<file path="config.mk">
export PLATFORM = sky130hd
export DESIGN_NAME = regfile_write_arbiter_flat
export DESIGN_NICKNAME = d
export VERILOG_FILES = /design/src/rtl/regfile_write_arbiter_pkg.sv /design/src/rtl/regfile_write_arbiter_if.sv /design/src/rtl/regfile_write_arbiter_rr_arbiter.sv /design/src/rtl/regfile_write_arbiter.sv /design/src/flat_wrapper.sv
export SDC_FILE = /design/constraint.sdc
export NUM_CORES = 1
export LEC_CHECK = 0
export CORE_UTILIZATION = 40
export DETAILED_ROUTE_END_ITERATION = 10
export HOLD_SLACK_MARGIN = 0.08
export PLACE_DENSITY = 0.8
export SLEW_MARGIN = 20
export SYNTH_ARGS = -nofsm -noshare
export SYNTH_HDL_FRONTEND = slang
export SYNTH_SLANG_ARGS = --single-unit
export TNS_END_PERCENT = 10
</file>
<file path="constraint.sdc">
create_clock -name clk -period 3.4 [get_ports clk]
set_clock_uncertainty 0.05 [all_clocks]
set_input_delay 0.51 -clock clk [delete_from_list [all_inputs] [get_ports clk]]
set_output_delay 0.51 -clock clk [all_outputs]
set_load 0.01 [all_outputs]
</file>
<file path="src/rtl/regfile_write_arbiter_pkg.sv">
//------------------------------------------------------------------------------
// regarb_pkg : shared constants for the register-file write arbiter
// Rev 1.0
//------------------------------------------------------------------------------
`default_nettype none

package regarb_pkg;

  localparam int NUM_REQ_DEF = 3;
  localparam int ADDR_W_DEF  = 3;
  localparam int DATA_W_DEF  = 32;
  localparam int CNT_W_DEF   = 16;

  localparam int REQ_ALU  = 0;
  localparam int REQ_LOAD = 1;
  localparam int REQ_DBG  = 2;

  function automatic int ptr_w(input int n);
    return (n > 1) ? $clog2(n) : 1;
  endfunction

endpackage

`default_nettype wire

</file>
<file path="src/rtl/regfile_write_arbiter_if.sv">
//------------------------------------------------------------------------------
// regfile_write_arbiter_if : requester handshake and register-file write port
// Rev 1.0
//------------------------------------------------------------------------------
`default_nettype none

interface regfile_write_arbiter_if
  import regarb_pkg::*;
#(
  parameter int NUM_REQ = NUM_REQ_DEF,
  parameter int ADDR_W  = ADDR_W_DEF,
  parameter int DATA_W  = DATA_W_DEF
);

  logic [NUM_REQ-1:0]        req_valid;
  logic [NUM_REQ*ADDR_W-1:0] req_addr;
  logic [NUM_REQ*DATA_W-1:0] req_data;
  logic [NUM_REQ-1:0]        req_ready;
  logic                      reg_write;
  logic [ADDR_W-1:0]         write_reg;
  logic [DATA_W-1:0]         write_data;

  modport master (
    output req_valid, req_addr, req_data,
    input  req_ready, reg_write, write_reg, write_data
  );

  modport slave (
    input  req_valid, req_addr, req_data,
    output req_ready, reg_write, write_reg, write_data
  );

endinterface

`default_nettype wire

</file>
<file path="src/rtl/regfile_write_arbiter_rr_arbiter.sv">
//------------------------------------------------------------------------------
// rr_arbiter : combinational round-robin pick starting at rr_ptr
// Rev 1.0
//------------------------------------------------------------------------------
`default_nettype none

module rr_arbiter
  import regarb_pkg::*;
#(
  parameter int NUM_REQ = NUM_REQ_DEF,
  parameter int PTR_W   = ptr_w(NUM_REQ_DEF)
) (
  input  logic [NUM_REQ-1:0] req_valid,
  input  logic [PTR_W-1:0]   rr_ptr,
  input  logic               hold,
  output logic [NUM_REQ-1:0] grant,
  output logic [PTR_W-1:0]   winner
);

  int   idx;
  logic found;

  always_comb begin
    grant  = '0;
    winner = '0;
    found  = 1'b0;
    idx    = 0;
    for (int k = 0; k < NUM_REQ; k++) begin
      idx = int'(rr_ptr) + k;
      if (idx >= NUM_REQ) idx = idx - NUM_REQ;
      if (!found && req_valid[idx]) begin
        found      = 1'b1;
        grant[idx] = 1'b1;
        winner     = PTR_W'(idx);
      end
    end
    if (hold) grant = '0;
  end

endmodule

`default_nettype wire

</file>
<file path="src/rtl/regfile_write_arbiter.sv">
//------------------------------------------------------------------------------
// regfile_write_arbiter : round-robin sharing of the register-file write port
// Optional: REGARB_R0_PROTECT_EN makes r0 read-only. Rev 1.0
//------------------------------------------------------------------------------
`default_nettype none

module regfile_write_arbiter
  import regarb_pkg::*;
#(
  parameter int NUM_REQ = NUM_REQ_DEF,
  parameter int ADDR_W  = ADDR_W_DEF,
  parameter int DATA_W  = DATA_W_DEF,
  parameter int CNT_W   = CNT_W_DEF
) (
  input  logic                 clk,
  input  logic                 rst_n,
  regfile_write_arbiter_if.slave bus,
  input  logic                 hold,
  output logic [NUM_REQ-1:0]   last_grant,
  output logic [CNT_W-1:0]     wr_count,
  output logic                 r0_drop
);

  localparam int PTR_W = ptr_w(NUM_REQ);

  logic [PTR_W-1:0]   rr_ptr;
  logic [NUM_REQ-1:0] grant;
  logic [PTR_W-1:0]   winner;
  logic               transfer;
  logic               drop;
  logic [ADDR_W-1:0]  win_addr;
  logic [DATA_W-1:0]  win_data;
  logic [ADDR_W-1:0]  addr_arr [NUM_REQ];
  logic [DATA_W-1:0]  data_arr [NUM_REQ];
  logic               reg_write_q;
  logic [ADDR_W-1:0]  write_reg_q;
  logic [DATA_W-1:0]  write_data_q;

  for (genvar i = 0; i < NUM_REQ; i++) begin : g_unpack
    assign addr_arr[i] = bus.req_addr[i*ADDR_W +: ADDR_W];
    assign data_arr[i] = bus.req_data[i*DATA_W +: DATA_W];
  end

  rr_arbiter #(
    .NUM_REQ (NUM_REQ),
    .PTR_W   (PTR_W)
  ) u_rr_arbiter (
    .req_valid (bus.req_valid),
    .rr_ptr    (rr_ptr),
    .hold      (hold),
    .grant     (grant),
    .winner    (winner)
  );

  assign bus.req_ready = grant;
  assign transfer      = |grant;
  assign win_addr      = addr_arr[winner];
  assign win_data      = data_arr[winner];

`ifdef REGARB_R0_PROTECT_EN
  assign drop = transfer && (win_addr == '0);
`else
  assign drop = 1'b0;
`endif

  // Pointer and last_grant follow every grant, even one whose write is dropped.
  always_ff @(posedge clk or negedge rst_n) begin
    if (!rst_n) begin
      rr_ptr       <= '0;
      last_grant   <= '0;
      reg_write_q  <= 1'b0;
      write_reg_q  <= '0;
      write_data_q <= '0;
      wr_count     <= '0;
    end else begin
      reg_write_q <= transfer && !drop;
      if (transfer) begin
        last_grant <= grant;
        rr_ptr     <= (winner == PTR_W'(NUM_REQ - 1)) ? '0 : winner + 1'b1;
      end
      if (transfer && !drop) begin
        write_reg_q  <= win_addr;
        write_data_q <= win_data;
        wr_count     <= wr_count + 1'b1;
      end
    end
  end

`ifdef REGARB_R0_PROTECT_EN
  always_ff @(posedge clk or negedge rst_n) begin
    if (!rst_n) r0_drop <= 1'b0;
    else        r0_drop <= drop;
  end
`else
  assign r0_drop = 1'b0;
`endif

  assign bus.reg_write  = reg_write_q;
  assign bus.write_reg  = write_reg_q;
  assign bus.write_data = write_data_q;

endmodule

`default_nettype wire

</file>
<file path="src/flat_wrapper.sv">
// flat-port wrapper written by rule: the top's interface ports become plain ports
module regfile_write_arbiter_flat import regarb_pkg::*;
#(
  parameter int NUM_REQ = NUM_REQ_DEF,
  parameter int ADDR_W  = ADDR_W_DEF,
  parameter int DATA_W  = DATA_W_DEF,
  parameter int CNT_W   = CNT_W_DEF
)
  (clk, rst_n, hold, last_grant, wr_count, r0_drop, bus_req_valid, bus_req_addr, bus_req_data, bus_req_ready, bus_reg_write, bus_write_reg, bus_write_data);
  regfile_write_arbiter_if #(.NUM_REQ(NUM_REQ), .ADDR_W(ADDR_W), .DATA_W(DATA_W)) bus_i ();
  input  logic clk;
  input  logic rst_n;
  input  logic hold;
  output logic [NUM_REQ-1:0] last_grant;
  output logic [CNT_W-1:0] wr_count;
  output logic r0_drop;
  input wire logic [$bits(bus_i.req_valid)-1:0] bus_req_valid;
  input wire logic [$bits(bus_i.req_addr)-1:0] bus_req_addr;
  input wire logic [$bits(bus_i.req_data)-1:0] bus_req_data;
  output wire logic [$bits(bus_i.req_ready)-1:0] bus_req_ready;
  output wire logic [$bits(bus_i.reg_write)-1:0] bus_reg_write;
  output wire logic [$bits(bus_i.write_reg)-1:0] bus_write_reg;
  output wire logic [$bits(bus_i.write_data)-1:0] bus_write_data;
  assign bus_i.req_valid = bus_req_valid;
  assign bus_i.req_addr = bus_req_addr;
  assign bus_i.req_data = bus_req_data;
  assign bus_req_ready = bus_i.req_ready;
  assign bus_reg_write = bus_i.reg_write;
  assign bus_write_reg = bus_i.write_reg;
  assign bus_write_data = bus_i.write_data;
  regfile_write_arbiter #(.NUM_REQ(NUM_REQ), .ADDR_W(ADDR_W), .DATA_W(DATA_W), .CNT_W(CNT_W)) u_core (.clk(clk), .rst_n(rst_n), .bus(bus_i), .hold(hold), .last_grant(last_grant), .wr_count(wr_count), .r0_drop(r0_drop));
endmodule
</file>
==> qor.yml, run 1 <==
cts:
  clkLatencyLatePin_ps: 330
  cts_tree: "done"
  cts_buffers: 9
  cts_sinks: 57
  cts_hold_buffers: 0
  cts_root_buffer: "clkbuf_8"
  cts_setup_buffers: 0
  cts_resized: 0
  max-clock-path-buffers: 2
  htree_levels: 3
  clk_pin_slew_ps: 60
power:
  leakage_nw: 2.22
  p_int_w: 0.00283
  clockPowerShare: 0.125
  combPwrFrac: 0.636
  p_per_area_nw_per_um2: 924
  swShare: 0.427
  p_seq_frac: 0.239
  vdd.ir_drop.worst_mv: 0.497
  switching_power_w: 0.00211
die:
  row_count: 32
  dieArea_sq_um: 8730
  die_width_um: 93.5
  core_sq_um: 7890
  die_y_um: 93.5
  initial_core_util: 0.424
  io_pins: 170
critical_path:
  worstPathRequired_ps: 2840
  worst_ep_arrival_time_ps: 2690
  end_kind: "primary output"
  crit_path_max_incr_delay_ps: 530
  path_cells: "inv_1 -> ha_2 -> mux2i_4 -> o22a_2 -> nor2_1 -> a311oi_1 -> buf_4 -> clkdlybuf4s50_1"
  worstPathMaxFanout: 10
  crit_slowest_cell: "clkdlybuf4s50_1"
  cp-start-kind: "register"
  worst-setup-path-type: "register to primary output"
layout:
  fin_area_sq_um: 5350
  antenna_cells: 0
  area_delta_synth_final_pct: 60.0
  final_nets: 645
  final_layout_size_suffix_gt1_frac: 0.0938
  num-fill-cells: 631
  utilization: 0.679
  largest_reg_flops: 32
synthesis:
  synth_edf_count: 0
  yosysTopAreaCell: "dfrtp_1"
  synth_top_area_frac: 0.426
  synth-main-ff-cell: "dfrtp_1"
  postSynthCellCount: 367
  synth-seq-cells: 57
  synth_area_leaders: "dfrtp_1 (43%), mux2i_1 (11%), o21ai_0 (5.7%)"
  synth_cell_types: 45
  yosysMostFrequentCell: "dfrtp_1"
  syn_avg_cell_area_sq_um: 9.12
  synthArstFlopShare: 1.00
  syn_area_sq_um: 3350
  synth_common_cells: "dfrtp_1 (57), nand2_1 (46), nor2_1 (41)"
  yosysWarnings: 0
  ys_seq_area_frac: 0.426
  syn-num-nets: 483
sta:
  slew_headroom: 0.423
  finalMaxSlewViolations: 0
  max_freq_mhz: 308
  fin_crit_ps: 3250
  finalSetupViolations: 0
  worstMarginPinSlew_ps: 866
  grt_setup_unrepaired: "yes"
  post-route-period-util: 0.955
  finalHoldViolCount: 0
placement:
  io_buffers: 168
  dp_hpwl_um: 7180
  placed_area_sq_um: 5140
  place_congestion: 0.906
job:
  cap_violations: 0
route:
  drc: 0
  vias: 3201
  wire_per_inst_um: 14.4
  firstDrtPassIters: 4
  dr.first_iter.drc_count: 110
  vias_per_cell: 5.04
  wl_um: 9160
  ant_nets: 0
grt:
  grt_pass1_vias: 3139
  grtUsageTotal: 0.218
  overflow: 0
  grt_first_pass_wirelength_um: 14700
  grt_max_degree: 49
  antenna_found_initial: 0
outcome:
  status: "complete, no violations"
min_path:
  worstHoldPathType: "input port to async pin"
## cell type report
| type | instances | area, sq um | area share |
|---|---|---|---|
| tap | 102 | 128 | 0.0238 |
| timing repair buffer | 178 | 1790 | 0.334 |
| sequential | 57 | 1430 | 0.266 |
| multi-input combinational | 276 | 1790 | 0.334 |
| clock buffer | 10 | 138 | 0.0257 |
| clock inverter | 5 | 56.3 | 0.0105 |
| inverter | 7 | 26.3 | 0.00491 |
## path summary, 6_finish.rpt
path,slack (ps),endpoint,depth (start not counted),startpoint
worst max-delay path,150,bus_req_ready[1],8,u_core.rr_ptr[1]
worst min-delay path,250,u_core.wr_count[0],1,rst_n
worst max register to register,480,u_core.bus.write_data[17],11,u_core.rr_ptr[0]
worst min register to register,420,u_core.wr_count[15],1,u_core.wr_count[15]
max in group asynchronous,2280,u_core.bus.write_data[30],2,rst_n
min in group clk,420,u_core.wr_count[15],1,u_core.wr_count[15]
## through the flow
stage / hold slack (ps) / instances / setup TNS (ps) / total power [W] / setup slack [ps]
after floorplan: 164 / 367 / 0 / 0.00310 / 647
after global placement: 410 / 620 / 0 / 0.00423 / 259
after detailed placement: 412 / 620 / 0 / 0.00435 / 148
after CTS: 268 / 635 / 0 / 0.00499 / 32.9
after global routing: 316 / 635 / -16.1 / 0.00538 / -16.1
final: 250 / 635 / 0 / 0.00495 / 154
## logic make-up (layout without fill, tap and decap cells)
kind of cell,Yosys count,in the layout,share of synthesized area
compound gates,96,96,0.166
xor+xnor,15,15,0.0393
fa+ha+maj,5,5,0.0187
buf+inv,34,200,0.0531
flops,57,57,0.426
mux,40,40,0.122
other cells,1,1,0.00112
simple gates,119,119,0.174
## cell usage in the layout, fill, tap and decap left out, drive strengths merged, types with 5 or more instances in the layout
| master | n |
|---|---|
| nor3 | 8 |
| mux2i | 37 |
| clkbuf | 10 |
| ha | 5 |
| nand2 | 46 |
| clkdlybuf4s50 | 167 |
| xor2 | 13 |
| nand3 | 5 |
| inv | 7 |
| nor2 | 41 |
| a21oi | 37 |
| buf | 11 |
| dfrtp | 57 |
| o21ai | 38 |
## layer usage
layer | up-vias | routed length [um] | share of wire | GRT usage
met5 | - | 0 | 0 | 0
met4 | 0 | 116 | 0.013 | 0.0615
met3 | 13 | 695 | 0.076 | 0.0642
met2 | 138 | 4670 | 0.51 | 0.401
met1 | 1457 | 3680 | 0.40 | 0.242
li1 | 1593 | - | - | -
## critical path, delay by kind of cell (launching register included)
kind,cells,cell delay (ps)
adders and majority gates,1,320
buffers and inverters,3,800
and+or+nand+nor,1,50
DFF,1,410
muxes,1,310
AOI/OAI and AO/OA,2,480
## power by group through the flow
stage | registers (W) | clock network (W) | logic, W
after CTS | 0.00119 | 0.000638 | 0.00316
after detailed placement | 0.00119 | 0 | 0.00316
after floorplan | 0.00130 | 0 | 0.00180
final | 0.00118 | 0.000618 | 0.00314
after global placement | 0.00117 | 0 | 0.00306
after global routing | 0.00122 | 0.000663 | 0.00349
Note: power is estimated with default switching activity, not from simulation.
==> inputs of run 2 (changes only) <==
Settings changed: CORE_MARGIN set to 2, TNS_END_PERCENT 10 to 30.
==> qor.yml, run 2 (same netlist as run 1, synthesis figures left out) <==
route:
  vias: 3170  # -0.97%
  drc: 0  # unchanged
  ant_nets: 0  # unchanged
  wire_per_inst_um: 14.0  # -2.8%
  dr.first_iter.drc_count: 89  # -19%
  firstDrtPassIters: 4  # unchanged
  wl_um: 8960  # -2.2%
  vias_per_cell: 4.96  # -1.6%
grt:
  grt_max_degree: 73  # +49%
  grt_first_pass_wirelength_um: 14000  # -4.6%
  grt_pass1_vias: 3074  # -2.1%
  grtUsageTotal: 0.199  # -0.0188
  antenna_found_initial: 0  # unchanged
  overflow: 0  # unchanged
cts:
  max-clock-path-buffers: 2  # unchanged
  cts_hold_buffers: 0  # unchanged
  htree_levels: 3  # unchanged
  cts_root_buffer: "clkbuf_8"
  cts_setup_buffers: 0  # unchanged
  cts_sinks: 57  # unchanged
  cts_resized: 0  # unchanged
  clkLatencyLatePin_ps: 340  # about the same
  cts_buffers: 9  # unchanged
  cts_tree: "done"
  clk_pin_slew_ps: 70  # about the same
sta:
  max_freq_mhz: 307  # -0.39%
  fin_crit_ps: 3260  # +12.8 ps
  hold_slack_ps: 244  # -5.61 ps
  slew_headroom: 0.398  # -0.0252
  finalSetupViolations: 0  # unchanged
  finalHoldViolCount: 0  # unchanged
  grt_setup_unrepaired: "yes"
  finalMaxSlewViolations: 0  # unchanged
  post-route-period-util: 0.959  # +0.00376
  worstMarginPinSlew_ps: 903  # +37.8 ps
  setup_tns_ps: 0  # unchanged
layout:
  final_layout_size_suffix_gt1_frac: 0.0938  # unchanged
  fin_area_sq_um: 5380  # +0.54%
  area_delta_synth_final_pct: 60.8
  final_common_cell: "clkdlybuf4s50_1"
  largest_reg_flops: 32  # unchanged
  final_nets: 644  # -0.16%
  num-fill-cells: 658  # +4.3%
  mostFrequentLayoutCells: "clkdlybuf4s50_1 (166), dfrtp_1 (57), nand2_1 (46), nor2_1 (41), o21ai_0 (38)"
die:
  dieArea_sq_um: 9110  # +4.3%
  io_pins: 170  # unchanged
  initial_core_util: 0.409  # -0.0149
  die_y_um: 95.5  # +2.1%
  core_sq_um: 8180  # +3.6%
  row_count: 33  # +3.1%
  die_width_um: 95.5  # +2.1%
power:
  leakage_nw: 2.25  # +0.96%
  vdd.ir_drop.worst_mv: 0.571  # +15%
  p_per_area_nw_per_um2: 930  # +0.65%
  combPwrFrac: 0.625  # -0.011
  switching_power_w: 0.00210  # -0.31%
  p_int_w: 0.00290  # +2.3%
  clockPowerShare: 0.139  # +0.014
  p_seq_frac: 0.237  # -0.002
  swShare: 0.420  # -0.00632
min_path:
  worstHoldPathType: "input port to async pin"
critical_path:
  worst_ep_arrival_time_ps: 2700  # about the same
  cp-start-kind: "register"
  r2r_start: "u_core.rr_ptr[0]"
  worstPathRequired_ps: 2840  # about the same
  worst-r2r-setup-slack_ps: 490  # about the same
  worst-setup-path-type: "register to primary output"
  reg2reg_to: "u_core.wr_count[7]"
  rr_worst_depth: 11  # unchanged
  end_kind: "primary output"
  worstPathMaxFanout: 10  # unchanged
placement:
  io_buffers: 168  # unchanged
  place_congestion: 0.870  # -4.0%
  dp_hpwl_um: 6910  # -3.8%
  placed_area_sq_um: 5150  # +0.17%
job:
  cap_violations: 0  # unchanged
outcome:
  status: "complete, no violations"
==> run 2: final cells by class <==
cell class                      instances  area (sq um)  share of cell area
Antenna cell                            1          2.50            0.000465
Tap cell                              105           131              0.0244
Multi-Input combinational cell        276          1780               0.331
Clock buffer                            9           124              0.0230
Sequential cell                        57          1430               0.265
Timing Repair Buffer                  177          1800               0.334
Clock inverter                          7          93.8              0.0174
Inverter                                7          26.3             0.00488
==> run 2: power groups by stage <==
stage                     registers [W]  clock network [W]  logic, W
after floorplan                 0.00130                  0   0.00180
after global placement          0.00118                  0   0.00307
after detailed placement        0.00120                  0   0.00315
after CTS                       0.00119           0.000710   0.00316
after global routing            0.00123           0.000738   0.00349
final                           0.00119           0.000693   0.00313
==> run 2: stage by stage <==
stage	utilization	total power [W]	setup slack, ps	cells
after detailed placement	0.630	0.00435	186	622
final	0.658	0.00500	141	639
after CTS	0.657	0.00506	15.1	638
after floorplan	-	0.00310	647	367
after global routing	0.658	0.00545	-6.65	638
after global placement	0.630	0.00425	236	622
==> run 2: worst max path at each step <==
| stage | from | endpoint | depth (start not counted) |
|---|---|---|---|
| 2_1_floorplan | u_core.rr_ptr[0] | u_core.wr_count[8] | 12 |
| 3_3_place_gp | bus_req_valid[2] | u_core.wr_count[7] | 10 |
| 3_5_place_dp | bus_req_valid[2] | u_core.wr_count[7] | 10 |
| 4_1_cts | u_core.rr_ptr[1] | bus_req_ready[1] | 7 |
| 5_1_grt | u_core.rr_ptr[1] | bus_req_ready[1] | 7 |
| 6_report | u_core.rr_ptr[1] | bus_req_ready[2] | 7 |
==> run 2: per-layer routing <==
metal  part of all wire  routed length (um)  track usage
met2               0.51                4590        0.346
met3              0.087                 781       0.0743
met5                  0                   0            0
met1               0.38                3430        0.226
met4              0.018                 159       0.0679
==> run 2: worst max-delay path, stage by stage (launching register included) <==
cell and delay [ps]:
dfrtp_1 410, inv_1 100, ha_2 310, mux2i_2 330
o22a_2 240, a22oi_1 110, a311oi_2 290, clkdlybuf4s50_1 580
==> inputs of run 3 (changes only) <==
Settings changed: MAX_ROUTING_LAYER set to met4.
==> qor.yml, run 3 (same netlist as run 1, synthesis figures left out) <==
layout:
  mostFrequentLayoutCells: "clkdlybuf4s50_1 (166), dfrtp_1 (57), nand2_1 (46), nor2_1 (41), o21ai_0 (38)"
  area_delta_synth_final_pct: 60.8  # unchanged
  num-fill-cells: 658  # unchanged
  largest_reg_flops: 32  # unchanged
  final_nets: 644  # unchanged
  final_layout_size_suffix_gt1_frac: 0.0938  # unchanged
  final_common_cell: "clkdlybuf4s50_1"
  final_cells: 639  # unchanged
critical_path:
  worst_ep_arrival_time_ps: 2700  # about the same
  crit_path_max_incr_delay_ps: 580  # about the same
  path_cells: "inv_1 -> ha_2 -> mux2i_2 -> o22a_2 -> a22oi_1 -> a311oi_2 -> clkdlybuf4s50_1"
  cp_num_buf_inv: 2  # unchanged
  end_kind: "primary output"
  worstPathMaxFanout: 10  # unchanged
  worst-setup-path-type: "register to primary output"
  worstPathRequired_ps: 2840  # about the same
  cp-start-kind: "register"
  cp_top_family: "buffers and inverters"
  crit_slowest_cell: "clkdlybuf4s50_1"
power:
  fin_total_pwr_w: 0.00500  # about the same
  leakage_nw: 2.25  # unchanged
  p_per_area_nw_per_um2: 930  # about the same
  vdd.ir_drop.worst_mv: 0.565  # -1.1%
route:
  firstDrtPassIters: 4  # unchanged
  ant_nets: 0  # unchanged
  wl_um: 8960  # about the same
  dr.first_iter.drc_count: 97  # +9.0%
  vias_per_cell: 4.99  # +0.50%
  wire_per_inst_um: 14.0  # about the same
  vias: 3186  # +0.50%
  drc: 0  # unchanged
  routed-wl-met3_um: 637  # -18%
  top_layer_used: "met4"
  wl_met2_um: 4590  # +0.11%
  drt-met1-wl_um: 3560  # +4.0%
grt:
  antenna_found_initial: 0  # unchanged
  grtUsageTotal: 0.205  # +0.00559
  grt_pass1_vias: 3082  # +0.26%
  overflow: 0  # unchanged
  grt_max_degree: 73  # unchanged
  grt_first_pass_wirelength_um: 14000  # -0.39%
placement:
  dp_hpwl_um: 6910  # unchanged
  dp_cells: 622  # unchanged
  place_congestion: 0.884  # +1.6%
  io_buffers: 168  # unchanged
sta:
  finalSetupViolations: 0  # unchanged
  worstMarginPinSlew_ps: 901  # -2.43 ps
  grt_setup_unrepaired: "yes"
  fin_crit_ps: 3260  # +2.12 ps
  finalMaxSlewViolations: 0  # unchanged
  slew_headroom: 0.399  # +0.00162
  finalHoldViolCount: 0  # unchanged
  max_freq_mhz: 307  # about the same
  post-route-period-util: 0.959  # about the same
cts:
  cts_setup_buffers: 0  # unchanged
  cts_tree: "done"
  htree_levels: 3  # unchanged
  cts_root_buffer: "clkbuf_8"
  max-clock-path-buffers: 2  # unchanged
  clk_pin_slew_ps: 70  # about the same
  cts_buffers: 9  # unchanged
  clkLatencyLatePin_ps: 340  # about the same
  cts_sinks: 57  # unchanged
outcome:
  status: "complete, no violations"
min_path:
  worstHoldPathType: "input port to async pin"
die:
  initial_core_util: 0.409  # unchanged
  io_pins: 170  # unchanged
  die_y_um: 95.5  # unchanged
  row_count: 33  # unchanged
  dieArea_sq_um: 9110  # unchanged
  die_width_um: 95.5  # unchanged
  core_sq_um: 8180  # unchanged
job:
  cap_violations: 0  # unchanged
-- run 3: cell counts in the layout (fill, tap and decap cells not counted) --
No cell type changed its count.
-- run 3: where the power goes --
group	switching [W]	internal (W)
Combinational	0.00163	0.00149
Clock	0.000282	0.000412
Sequential	0.000189	0.000998
-- run 3: path summary, 6_finish.rpt --
kind,startpoint,to,slack [ps],depth (start not counted)
max,u_core.rr_ptr[1],bus_req_ready[2],140,7
min,rst_n,u_core.last_grant[1],240,1
max reg2reg,u_core.rr_ptr[0],u_core.wr_count[7],490,11
min reg2reg,u_core.wr_count[15],u_core.wr_count[15],420,1
max in group asynchronous,rst_n,u_core.bus.write_reg[2],2260,2
min in group clk,u_core.wr_count[15],u_core.wr_count[15],420,1
-- run 3: stage by stage --
step,setup slack (ps),TNS (ps),hold slack (ps),utilization,cell area (sq um)
after global routing,-4.95,-4.95,323,0.658,5380
after detailed placement,186,0,419,0.630,5150
after global placement,236,0,406,0.630,5150
after floorplan,647,0,164,-,3350
after CTS,15.1,0,280,0.657,5370
final,139,0,244,0.658,5380
-- run 3: area by class of cell --
class | instances | area (sq um) | share of cell area
diodes | 1 | 2.50 | 0.000465
clock buffers | 9 | 124 | 0.0230
multi-input cells | 276 | 1780 | 0.331
inverters | 7 | 26.3 | 0.00488
clock inverters | 7 | 93.8 | 0.0174
repair buffers | 177 | 1800 | 0.334
flip-flops and latches | 57 | 1430 | 0.265
well taps | 105 | 131 | 0.0244
-- run 3: metal layers --
| metal | up-vias | GRT usage |
|---|---|---|
| met5 | - | - |
| met1 | 1456 | 0.235 |
| met3 | 14 | 0.0530 |
| li1 | 1592 | - |
| met4 | 0 | 0.0750 |
| met2 | 124 | 0.347 |
-- run 3: what timing repair did --
item	4_1_cts	5_1_grt
hold buffers	0	0
setup endpoints to repair	0	3
resized for setup	0	3
